==> config.mk <==
export PLATFORM = sky130hd
export DESIGN_NAME = alarm_code_entry
export DESIGN_NICKNAME = d
export VERILOG_FILES = /design/src/rtl/alarm_pkg.sv /design/src/rtl/alarm_timer.sv /design/src/rtl/alarm_code_entry.sv
export SDC_FILE = /design/constraint.sdc
export NUM_CORES = 1
export LEC_CHECK = 0
export CORE_MARGIN = 2
export CORE_UTILIZATION = 52
export CTS_CLUSTER_SIZE = 8
export DETAILED_ROUTE_END_ITERATION = 8
export PLACE_DENSITY = 0.8
export SLEW_MARGIN = 40
export SYNTH_ARGS = -nofsm -noshare
export SYNTH_HDL_FRONTEND = slang
export SYNTH_SLANG_ARGS = --single-unit
export TNS_END_PERCENT = 50
==> constraint.sdc <==
create_clock -name clk -period 2.19 [get_ports clk]
set_input_delay 0.438 -clock clk [delete_from_list [all_inputs] [get_ports clk]]
set_output_delay 0.438 -clock clk [all_outputs]
set_load 0.02 [all_outputs]
==> src/rtl/alarm_pkg.sv <==
// Shared definitions for the alarm keypad front end: key encodings, code-bus values,
// the entry FSM state type and the code-acceptance rule.
package alarm_pkg;

   localparam logic [3:0] KEY_CLEAR = 4'd10;
   localparam logic [3:0] KEY_ENTER = 4'd11;

   localparam logic [4:0] CODE_ARM    = 5'd31;
   localparam logic [4:0] CODE_DISARM = 5'd4;
   localparam logic [4:0] CODE_IDLE   = 5'd0;

   typedef enum logic [1:0] {
      IDLE,
      ENTRY,
      HOLD,
      LOCKOUT
   } state_t;

   // Largest legal code is the arm code; an overflowed entry is never legal.
   function automatic logic code_ok(input logic [6:0] value, input logic overflow);
      return !overflow && (value <= {2'b00, CODE_ARM});
   endfunction

endpackage

==> src/rtl/alarm_timer.sv <==
// Loadable down-counter shared by the timeout, hold and lockout phases.
// expired is high in the last cycle of a loaded interval, so a load of N ends N edges later.
module alarm_timer #(
   parameter int W = 8
) (
   input  logic         clk,
   input  logic         rst,
   input  logic         load,
   input  logic [W-1:0] load_val,
   output logic         expired
);

   logic [W-1:0] count;

   always_ff @(posedge clk) begin
      if (rst) begin
         count <= '0;
      end else if (load) begin
         count <= load_val;
      end else if (count != '0) begin
         count <= count - W'(1);
      end
   end

   assign expired = (count == W'(1));

endmodule

==> src/rtl/alarm_code_entry.sv <==
// Keypad code entry: collects up to two decimal digits, validates them on ENTER and
// holds the accepted code on the bus, with inter-key timeout and failed-entry lockout.
module alarm_code_entry
   import alarm_pkg::*;
#(
   parameter int HOLD_CYCLES    = 16,
   parameter int TIMEOUT_CYCLES = 1000,
   parameter int MAX_FAILS      = 3,
   parameter int LOCKOUT_CYCLES = 5000
) (
   input  logic       clk,
   input  logic       rst,
   input  logic       key_valid,
   input  logic [3:0] key_code,
   output logic [4:0] code,
   output logic       code_valid,
   output logic       err,
   output logic       lockout
);

   localparam int MAX_AB  = (HOLD_CYCLES > TIMEOUT_CYCLES) ? HOLD_CYCLES : TIMEOUT_CYCLES;
   localparam int MAX_CYC = (MAX_AB > LOCKOUT_CYCLES) ? MAX_AB : LOCKOUT_CYCLES;
   localparam int TW      = $clog2(MAX_CYC) + 1;
   localparam int FW      = $clog2(MAX_FAILS + 1);

   state_t          state;
   logic [6:0]      acc;
   logic [1:0]      cnt;
   logic            ovf;
   logic [FW-1:0]   fails;
   logic [FW-1:0]   fails_inc;
   logic            is_digit;
   logic            entry_ok;
   logic            tmr_load;
   logic [TW-1:0]   tmr_val;
   logic            tmr_expired;

   assign is_digit  = (key_code <= 4'd9);
   assign entry_ok  = code_ok(acc, ovf);
   assign fails_inc = fails + FW'(1);

   // The one timer is reloaded with whichever interval the next state needs.
   always_comb begin
      tmr_load = 1'b0;
      tmr_val  = '0;
      case (state)
         IDLE: begin
            if (key_valid && is_digit) begin
               tmr_load = 1'b1;
               tmr_val  = TW'(TIMEOUT_CYCLES);
            end
         end
         ENTRY: begin
            if (key_valid) begin
               if (key_code == KEY_ENTER) begin
                  if (entry_ok) begin
                     tmr_load = 1'b1;
                     tmr_val  = TW'(HOLD_CYCLES);
                  end else if (fails_inc == FW'(MAX_FAILS)) begin
                     tmr_load = 1'b1;
                     tmr_val  = TW'(LOCKOUT_CYCLES);
                  end
               end else if (key_code != KEY_CLEAR) begin
                  tmr_load = 1'b1;
                  tmr_val  = TW'(TIMEOUT_CYCLES);
               end
            end
         end
         default: ;
      endcase
   end

   alarm_timer #(
      .W(TW)
   ) u_timer (
      .clk     (clk),
      .rst     (rst),
      .load    (tmr_load),
      .load_val(tmr_val),
      .expired (tmr_expired)
   );

   always_ff @(posedge clk) begin
      if (rst) begin
         state      <= IDLE;
         acc        <= '0;
         cnt        <= '0;
         ovf        <= 1'b0;
         fails      <= '0;
         code       <= CODE_IDLE;
         code_valid <= 1'b0;
         err        <= 1'b0;
         lockout    <= 1'b0;
      end else begin
         err <= 1'b0;
         case (state)
            IDLE: begin
               if (key_valid && is_digit) begin
                  acc   <= {3'b000, key_code};
                  cnt   <= 2'd1;
                  ovf   <= 1'b0;
                  state <= ENTRY;
               end
            end
            // A key in the expiry cycle wins over the timeout.
            ENTRY: begin
               if (key_valid) begin
                  if (is_digit) begin
                     if (cnt < 2'd2) begin
                        acc <= acc * 7'd10 + {3'b000, key_code};
                        cnt <= cnt + 2'd1;
                     end else begin
                        ovf <= 1'b1;
                     end
                  end else if (key_code == KEY_CLEAR) begin
                     acc   <= '0;
                     cnt   <= '0;
                     state <= IDLE;
                  end else if (key_code == KEY_ENTER) begin
                     if (entry_ok) begin
                        code       <= acc[4:0];
                        code_valid <= 1'b1;
                        fails      <= '0;
                        state      <= HOLD;
                     end else begin
                        err   <= 1'b1;
                        fails <= fails_inc;
                        if (fails_inc == FW'(MAX_FAILS)) begin
                           lockout <= 1'b1;
                           state   <= LOCKOUT;
                        end else begin
                           state <= IDLE;
                        end
                     end
                  end
               end else if (tmr_expired) begin
                  state <= IDLE;
               end
            end
            HOLD: begin
               if (tmr_expired) begin
                  code       <= CODE_IDLE;
                  code_valid <= 1'b0;
                  state      <= IDLE;
               end
            end
            LOCKOUT: begin
               if (tmr_expired) begin
                  lockout <= 1'b0;
                  fails   <= '0;
                  state   <= IDLE;
               end
            end
            default: state <= IDLE;
         endcase
      end
   end

endmodule

==> summary.md, run 1 <==
| Metric | Value |
|---|---|
| Area Overhead vs Synth | `23.7%` |
| Clock transition at path regs | `70 ps` |
| Effective utilization at floorplan | `55.0%` |
| Routed via count | `1825` |
| Die W | `67.0 um` |
| Status | `finished with violations` |
| Initial DRC Count | `127` |
| Initial antenna violation count | `0` |
| Die area | `4480 um^2` |
| Cell variety after synth | `48` |
| Final Slew Violations | `0` |
| CTS H-tree lvls | `2` |
| GP Congestion | `0.850` |
| Sink Count | `36` |
| Antenna Cells | `0` |
| Die height | `67.0 um` |
| # fillers | `313` |
| Critical path type | `register to register` |
| Post-Route WL | `4730 um` |
| Routed len/inst | `14.5 um` |
| FFs w/ async S/R, synth | `0%` |
| Fin cells | `327` |
| Max Cap Violations | `0` |
| Ranking of synthesized cells by area | `dfxtp_1 35%, ha_1 6.7%, nor2_1 4.7%, xnor2_1 4.7%, a21oi_1 4.6%` |
| RSZ-0062 raised after global routing | `true` |
| Synth top area share | `35.0%` |
| Fin util | `68.1%` |
| Min-Delay Path Class | `register to register` |
| Worst setup EP type | `register` |
| Crit Path Max Fanout | `2` |
| Cells after DPL | `322` |
| Dominant cell by count in the synthesized netlist | `dfxtp_1` |
| Post-CTS Hold Buffers | `0` |
| Yosys warning count | `0` |
| Num CTS Buffers | `5` |
| Peak VDD IR | `0.000457 V` |
| Total Nets Final | `301` |
| Post-synth EDFFs | `0` |
| Fmax | `441 MHz` |
| GRT overflow | `0` |
| CTS tree | `built` |
| Finished Cell Area | `2550 um^2` |
| PortBufs | `14` |
| Worst Slack Setup Final | `-78.5 ps` |
| First-pass GRT wire length | `7620 um` |
| Failing checks | `negative setup slack` |
| Tcrit/Tclk final | `104%` |
| Clock Latency Late Sink | `280 ps` |
| Largest net degree at the start of global routing | `16` |
| Ports | `15` |
| Cell accounting for the most synthesized area | `dfxtp_1` |
| WP data arrival | `2480 ps` |
| Main flop type after synthesis | `dfxtp_1` |
| CTS max path bufs | `2` |
| Commonest cells in the netlist | `36 x dfxtp_1, 26 x nor2_1, 21 x nand2_1` |
| Final Hold Viols | `0` |
| Min cycle time layout | `2270 ps` |
| Total power | `2.18 mW` |
| Worst-Margin Slew | `505 ps` |
| Overall routing resource usage | `22.8%` |
| Root Buffer | `clkbuf_8` |
| Detailed placement HPWL | `3560 um` |
| Worst Path Required | `2400 ps` |
| CP startpoint | `acc[1]` |
| Reg2reg start | `acc[1]` |
| Syn Std Cell Area | `2060 um^2` |
| Leak Pwr | `0.987 nW` |
| Final setup fails | `1` |
| Fraction of layout cells with a size suffix above 1 | `17.6%` |
| Pre-CTS setup slack | `-274 ps` |
| Core area | `3740 um^2` |
| Seq cells post-synth | `36` |
| Post-Syn Nets | `260` |
| Vias in the first global route | `1676` |
| Relative slew slack | `66.3%` |
| Clock skew | `7.72 ps` |
| Vias per cell | `5.58` |
| Register area share after synthesis | `35.0%` |
| Hold Startpoint | `fails[0]` |
| Dpl cell area | `2450 um^2` |
| Syn Inst Count | `240` |
| Drt drc | `0` |
| Power Density | `855 nW/um^2` |
| Number of routed nets with antenna violations | `0` |
| CP startpoint kind | `register` |
| Row count | `22` |
| Pre-Repair DR Iteration Count | `4` |
| Synth Area per Inst | `8.59 um^2` |
-- path summary, 6_finish.rpt --
kind / slack, ps / end / depth (start not counted)
hold / removal: 480 / fails[0] / 2
setup reg to reg: -80 / acc[6] / 8
setup / recovery: -80 / acc[6] / 8
hold reg to reg: 480 / fails[0] / 2
-- timing repair --
action | 4_1_cts | 5_1_grt
hold endpoints to repair | 0 | 0
resized for setup | 3 | 4
pin swaps | 0 | 0
setup endpoints to repair | 1 | 2
gates cloned | 0 | 0
setup buffers | 0 | 0
-- report_power, final --
part           leakage, nW  internal (mW)  total [mW]  switching [mW]
combinational        0.655          0.427       0.908           0.481
sequential           0.295          0.753       0.857           0.105
clock               0.0359          0.205       0.414           0.209
-- cell usage in the layout, fill, tap and decap left out, drive strengths merged, types with 11 or more instances in the layout --
| cell type | count |
|---|---|
| xnor2 | 11 |
| nand2 | 21 |
| clkdlybuf4s50 | 14 |
| nand2b | 11 |
| ha | 11 |
| dfxtp | 36 |
| a21oi | 19 |
| nor2 | 26 |
| buf | 29 |
-- routing by layer --
metal  track usage (%)  routed length (um)  up-vias
met4              7.91                  57        0
met2              37.5                2250       31
met3              4.22                 155        7
li1                  -                   -      936
met5                 0                   0        -
met1              29.9                2270      851
-- logic make-up after synthesis --
kind of cell               synth area share [%]
AOI/OAI and AO/OA                          15.2
xor gates and xnor gates                   6.80
adders and majority gates                  8.62
buffers and inverters                      3.34
DFF                                        35.0
muxes                                      1.52
and+or+nand+nor                            29.6
-- through the flow --
step	TNS [ps]	hold slack, ps
final	-78.5	483
after CTS	-116	489
after global routing	-189	505
after floorplan	-61.9	455
after detailed placement	-1470	476
after global placement	-921	468
-- critical path, cell delays in order, from the launching register on --
cell	delay, ps
dfxtp_2	330
ha_4	230
ha_2	180
inv_2	50
fa_2	450
nor4b_2	270
xnor2_1	110
or4b_1	460
a21oi_1	120
-- sequential cells by signal, summed over array words and instances, names as in the netlist --
register,flops
fails,2
lockout,1
ovf,1
code,5
code_valid,1
cnt,2
state,2
acc,7
u_timer.count,14
err,1
-- cell type report --
type / instances / area [um^2] / share of cell area, %
timing repair buffer: 43 / 358 / 14.0
inverter: 9 / 33.8 / 1.33
clock buffer: 5 / 68.8 / 2.70
tap: 48 / 60.1 / 2.36
sequential: 36 / 724 / 28.4
multi-input combinational: 186 / 1300 / 51.2
No activity file was read; power rests on OpenSTA's default activity.
==> run 2: changes to the inputs <==
--- a/config.mk
+++ b/config.mk
@@ -5,6 +5,7 @@
 export SDC_FILE = /design/constraint.sdc
 export NUM_CORES = 1
 export LEC_CHECK = 0
+export CORE_ASPECT_RATIO = 2
 export CORE_MARGIN = 2
 export CORE_UTILIZATION = 52
 export CTS_CLUSTER_SIZE = 8
==> run 2 against run 1 <==
The run still ends with negative setup slack left. Flip-flop and latch count stayed put. Sequential power hardly changed. Routed wire length is 13% higher. Critical path depth stayed put. Total power is 10% higher. Sequential share of layout area is 1.3 points lower. Clock power is 40% higher. Non-clock buffer count is 8 higher. Die area is 0.69% higher. Highest routed layer unchanged.
==> summary.md, run 2 (synthesis results as in run 1) <==
| Metric | Value |
|---|---|
| Status | `finished with violations` |
| Failing checks | `negative setup slack` |
| Hold Slack | `483 ps` |
| Routed len/inst | `15.6 um` |
| Root Buffer | `clkbuf_8` |
| Tcrit/Tclk final | `108%` |
| Fraction of layout cells with a size suffix above 1 | `21.4%` |
| Reg2reg end | `acc[6]` |
| Final Slew Violations | `0` |
| RSZ-0062 raised after global routing | `true` |
| Worst Path Required | `2420 ps` |
| Num CTS Buffers | `5` |
| WP data arrival | `2580 ps` |
| Largest net degree at the start of global routing | `19` |
| Die height | `93.0 um` |
| Crit Path Max Fanout | `2` |
| CTS tree | `built` |
| Reg2reg start | `acc[3]` |
| Fmax | `424 MHz` |
| First-pass GRT wire length | `9050 um` |
| Die W | `48.5 um` |
| Power Density | `899 nW/um^2` |
| Relative slew slack | `66.2%` |
| GR Layer Usage met1 | `23.8%` |
| Max reg flops | `14` |
| CTS max path bufs | `2` |
| Commonest non-fill, non-tap cell in the layout | `buf_4` |
| Vias per cell | `5.67` |
| Drt drc | `0` |
| Worst Slack Setup Final | `-166 ps` |
| Die area | `4510 um^2` |
| Largest registers | `u_timer.count (14), acc (7), code (5)` |
| GP Congestion | `0.851` |
| Worst-Margin Slew | `507 ps` |
| Worst setup EP type | `register` |
| Min cycle time layout | `2360 ps` |
| Core area | `3840 um^2` |
| Finished Cell Area | `2670 um^2` |
| R2r setup slk | `-170 ps` |
| CP Depth | `8` |
| Antenna Cells | `0` |
| Critical path type | `register to register` |
| Clock skew | `8.57 ps` |
| Crit-path most repeated cell | `ha_4` |
| Delay-heaviest family, CP | `adder cells` |
| CP startpoint | `acc[3]` |
| Crit path to | `acc[6]` |
| # fillers | `331` |
| GRT overflow | `0` |
| Overall routing resource usage | `25.9%` |
| Post-CTS Hold Buffers | `0` |
| Sink Count | `36` |
| Area Overhead vs Synth | `29.6%` |
| Dpl cell area | `2510 um^2` |
| Vias in the first global route | `2051` |
| Master of the slowest instance on the critical path | `or4b_1` |
| Final Hold Viols | `0` |
| Initial antenna violation count | `0` |
| Routed via count | `1933` |
| Detailed placement HPWL | `4100 um` |
| Clock transition at path regs | `70 ps` |
| CP Cell Sequence | `ha_4 > ha_4 > inv_2 > fa_2 > nor4b_4 > xnor2_1 > or4b_1 > a21oi_1` |
| Effective utilization at floorplan | `53.6%` |
| Crit path largest cell delay | `500 ps` |
| Leak Pwr | `1.05 nW` |
| Worst Reg2Reg Path Length in Cells | `8` |
| Initial DRC Count | `77` |
| Commonest cells after routing, fill and taps aside | `37 x buf_4, 33 x dfxtp_1, 26 x nor2_1, 21 x nand2_1, 19 x a21oi_1` |
| Most flops, register | `u_timer.count` |
| Row count | `32` |
| CP startpoint kind | `register` |
| Post-CTS Setup Bufs | `0` |
| Pre-Repair DR Iteration Count | `4` |
| Min-Delay Path Class | `register to register` |
| Total power | `2.40 mW` |
| Max Cap Violations | `0` |
| Setup tns final | `-166 ps` |
| Clock Latency Late Sink | `290 ps` |
| Met2 Use GR | `49.9%` |
| Peak VDD IR | `0.000557 V` |
| Most Crowded Layer GR | `met2` |
| Bufs and invs on worst path | `1` |
| Post-Route WL | `5320 um` |
| PortBufs | `14` |
| Total Nets Final | `309` |
| Number of routed nets with antenna violations | `0` |
| GR Util met3 | `3.99%` |
| Final setup fails | `1` |
| CTS H-tree lvls | `2` |
| Ports | `15` |
==> run 2: worst register-to-register path: cells and delay by family (launching register included) <==
family / cells / cell delay [ps]
buffers and inverters: 1 / 50
xor gates and xnor gates: 1 / 90
adders and majority gates: 3 / 860
AOI/OAI and AO/OA: 1 / 140
DFF: 1 / 340
and+or+nand+nor: 2 / 800
==> run 2: metrics by stage <==
step	worst slack (ps)	util [%]	cells
6_report	-166	69.5	341
3_5_place_dp	-249	65.4	333
3_3_place_gp	-216	65.4	333
2_1_floorplan	-61.9	-	240
5_1_grt	-277	69.5	341
4_1_cts	-148	68.2	341
==> run 2: area by class of cell <==
cell class | count | area, um^2 | share of cell area (%)
multi-input combinational | 186 | 1320 | 49.6
sequential | 36 | 724 | 27.1
timing repair buffer | 51 | 418 | 15.6
clock buffer | 6 | 72.6 | 2.72
tap | 51 | 63.8 | 2.39
clock inverter | 2 | 35.0 | 1.31
inverter | 9 | 33.8 | 1.26
==> run 2: how the worst min path moves through the flow <==
stage	from	end	slack (ps)	cells after the start
after floorplan	fails[0]	fails[0]	450	2
after global placement	fails[0]	fails[0]	460	2
after detailed placement	acc[6]	acc[6]	480	2
after CTS	acc[6]	acc[6]	490	2
after global routing	acc[6]	acc[6]	510	2
final	lockout	lockout	480	2
==> run 2: repair_timing <==
action | 4_1_cts | 5_1_grt
resized for setup | 0 | 11
endpoints found under the setup margin | 1 | 3
pin swaps | 0 | 7
==> run 2: routing by layer <==
layer	up-vias	wire [um]
met5	-	0
met1	923	1870
met2	32	3080
met3	25	76
li1	953	-
met4	0	295
==> run 2: report_power, final <==
group | internal [mW] | total [mW] | switching [mW]
clock network | 0.338 | 0.579 | 0.241
registers | 0.752 | 0.855 | 0.103
logic | 0.468 | 0.967 | 0.499
==> run 3: changes to the inputs <==
--- a/config.mk
+++ b/config.mk
@@ -11,6 +11,7 @@
 export CTS_CLUSTER_SIZE = 8
 export DETAILED_ROUTE_END_ITERATION = 8
 export PLACE_DENSITY = 0.8
+export REMOVE_ABC_BUFFERS = 1
 export SLEW_MARGIN = 40
 export SYNTH_ARGS = -nofsm -noshare
 export SYNTH_HDL_FRONTEND = slang
==> run 3 against run 2 <==
The flow still finishes with violations (negative setup slack). Setup slack gained 41 ps. Total power is 2.9% lower. Critical path depth unchanged. Sequential power is 0.9% higher. Die area is the same. Routed wire length barely moved. Clock-buffer cell count fell by 1. Final cell count unchanged. Largest power group unchanged. Combinational power increased by 1%. First-iteration DRC count down 56%. Global-route usage barely moved.
==> summary.md, run 3 (synthesis results as in run 1) <==
| Metric | Value |
|---|---|
| Status | `finished with violations` |
| Failing checks | `negative setup slack` |
| Max reg flops | `14` |
| Num CTS Buffers | `5` |
| Min cycle time layout | `2310 ps` |
| WP data arrival | `2550 ps` |
| Pre-Repair DR Iteration Count | `4` |
| Routed len/inst | `15.6 um` |
| RSZ-0062 raised after global routing | `true` |
| Vias in the first global route | `2012` |
| Worst Slack Setup Final | `-124 ps` |
| First-pass GRT wire length | `8960 um` |
| CTS tree | `built` |
| Initial antenna violation count | `0` |
| Antenna Cells | `0` |
| Overall routing resource usage | `25.8%` |
| Fin util | `69.4%` |
| Power Density | `874 nW/um^2` |
| Pre-CTS setup slack | `-230 ps` |
| Post-Route WL | `5330 um` |
| CP Cell Sequence | `ha_4 > ha_4 > inv_2 > fa_2 > nor4b_4 > xnor2_1 > or4b_1 > a21oi_1` |
| Commonest cells after routing, fill and taps aside | `37 x buf_4, 34 x dfxtp_1, 26 x nor2_1, 21 x nand2_1, 19 x a21oi_1` |
| Die W | `48.5 um` |
| PortBufs | `14` |
| Clock Latency Late Sink | `300 ps` |
| Most flops, register | `u_timer.count` |
| Clock group share of total power | `20.9%` |
| Min-Delay Path Class | `register to register` |
| Crit path largest cell delay | `460 ps` |
| Worst Path Required | `2420 ps` |
| Die area | `4510 um^2` |
| Finished Cell Area | `2670 um^2` |
| Routed via count | `1972` |
| Fraction of layout cells with a size suffix above 1 | `21.7%` |
| Commonest non-fill, non-tap cell in the layout | `buf_4` |
| Crit Path Max Fanout | `2` |
| Area Overhead vs Synth | `29.4%` |
| Ports | `15` |
| CTS H-tree lvls | `2` |
| Dpl cell area | `2500 um^2` |
| GP Congestion | `0.929` |
| Tcrit/Tclk final | `106%` |
| Switching Fraction | `38.0%` |
| Final Hold Viols | `0` |
| Drt drc | `0` |
| Initial DRC Count | `34` |
| Clock transition at path regs | `80 ps` |
| Detailed placement HPWL | `3930 um` |
| Cell-internal power | `1.45 mW` |
| Root Buffer | `clkbuf_8` |
| GRT overflow | `0` |
| Largest registers | `u_timer.count (14), acc (7), code (5)` |
| Final Slew Violations | `0` |
| Worst setup EP type | `register` |
| Master of the slowest instance on the critical path | `fa_2` |
| Sink Count | `36` |
| Vias per cell | `5.78` |
| Peak VDD IR | `0.000792 V` |
| CP startpoint kind | `register` |
| Effective utilization at floorplan | `53.6%` |
| Flop pwr share | `37.0%` |
| Number of routed nets with antenna violations | `0` |
| Max Cap Violations | `0` |
| Crit-path most repeated cell | `ha_4` |
| Part of the power in combinational logic | `42.1%` |
| Critical path type | `register to register` |
| Fmax | `432 MHz` |
| CTS max path bufs | `2` |
| Sw Pwr | `0.885 mW` |
| Leak Pwr | `1.05 nW` |
| Die height | `93.0 um` |
| Total Nets Final | `309` |
| Row count | `32` |
| Worst-Margin Slew | `503 ps` |
| Largest net degree at the start of global routing | `18` |
| Relative slew slack | `66.4%` |
| Clock skew | `10.0 ps` |
| Core area | `3840 um^2` |
| Final setup fails | `1` |
run 3: per-layer routing:
metal	global-route usage [%]	share of wire (%)	wire, um
met2	53.6	59	3140
met3	3.67	2.1	111
met4	12.9	3.5	187
met5	0	0	0
met1	23.1	35	1890
run 3: worst max-delay path, delay by kind of cell (launching register included):
kind	cells	cell delay [ps]
xor gates and xnor gates	1	100
and+or+nand+nor	2	770
adders and majority gates	3	860
buffers and inverters	1	50
AOI/OAI and AO/OA	1	120
DFF	1	350
run 3: repair_timing:
| item | CTS | global route |
|---|---|---|
| hold buffers | 0 | 0 |
| pin swaps | 9 | 6 |
| setup buffers | 1 | 0 |
| endpoints found under the setup margin | 1 | 3 |
| cloned | 0 | 0 |
| endpoints found under the hold margin | 0 | 0 |
| gates resized for setup | 10 | 4 |
run 3: worst paths after layout:
kind,slack (ps),depth (start not counted),from,end
worst max-delay path,-120,8,acc[3],acc[6]
worst min-delay path,480,2,fails[0],fails[0]
worst max register to register,-120,8,acc[3],acc[6]
worst min register to register,480,2,fails[0],fails[0]
run 3: final cells by class:
| cell class | instances | area, um^2 |
|---|---|---|
| fill | 337 | 1180 |
| multi-input combinational | 186 | 1340 |
| clock inverter | 3 | 18.8 |
| tap | 51 | 63.8 |
| sequential | 36 | 723 |
| clock buffer | 5 | 68.8 |
| inverter | 9 | 33.8 |
| timing repair buffer | 51 | 418 |
run 3: metrics by stage:
step	hold slack (ps)	power (mW)	setup TNS, ps	instances
after floorplan	452	1.48	-195	231
after global placement	463	1.76	-1090	332
after detailed placement	470	1.79	-1590	332
after CTS	482	2.29	-90.9	341
after global routing	506	2.48	-190	341
final	480	2.33	-124	341
run 3: power by group through the flow:
stage	combinational (mW)	clock [mW]	sequential (mW)
after detailed placement	0.919	0	0.868
after CTS	0.941	0.490	0.857
after global routing	1.08	0.520	0.877
after floorplan	0.634	0	0.851
after global placement	0.899	0	0.861
final	0.980	0.487	0.863
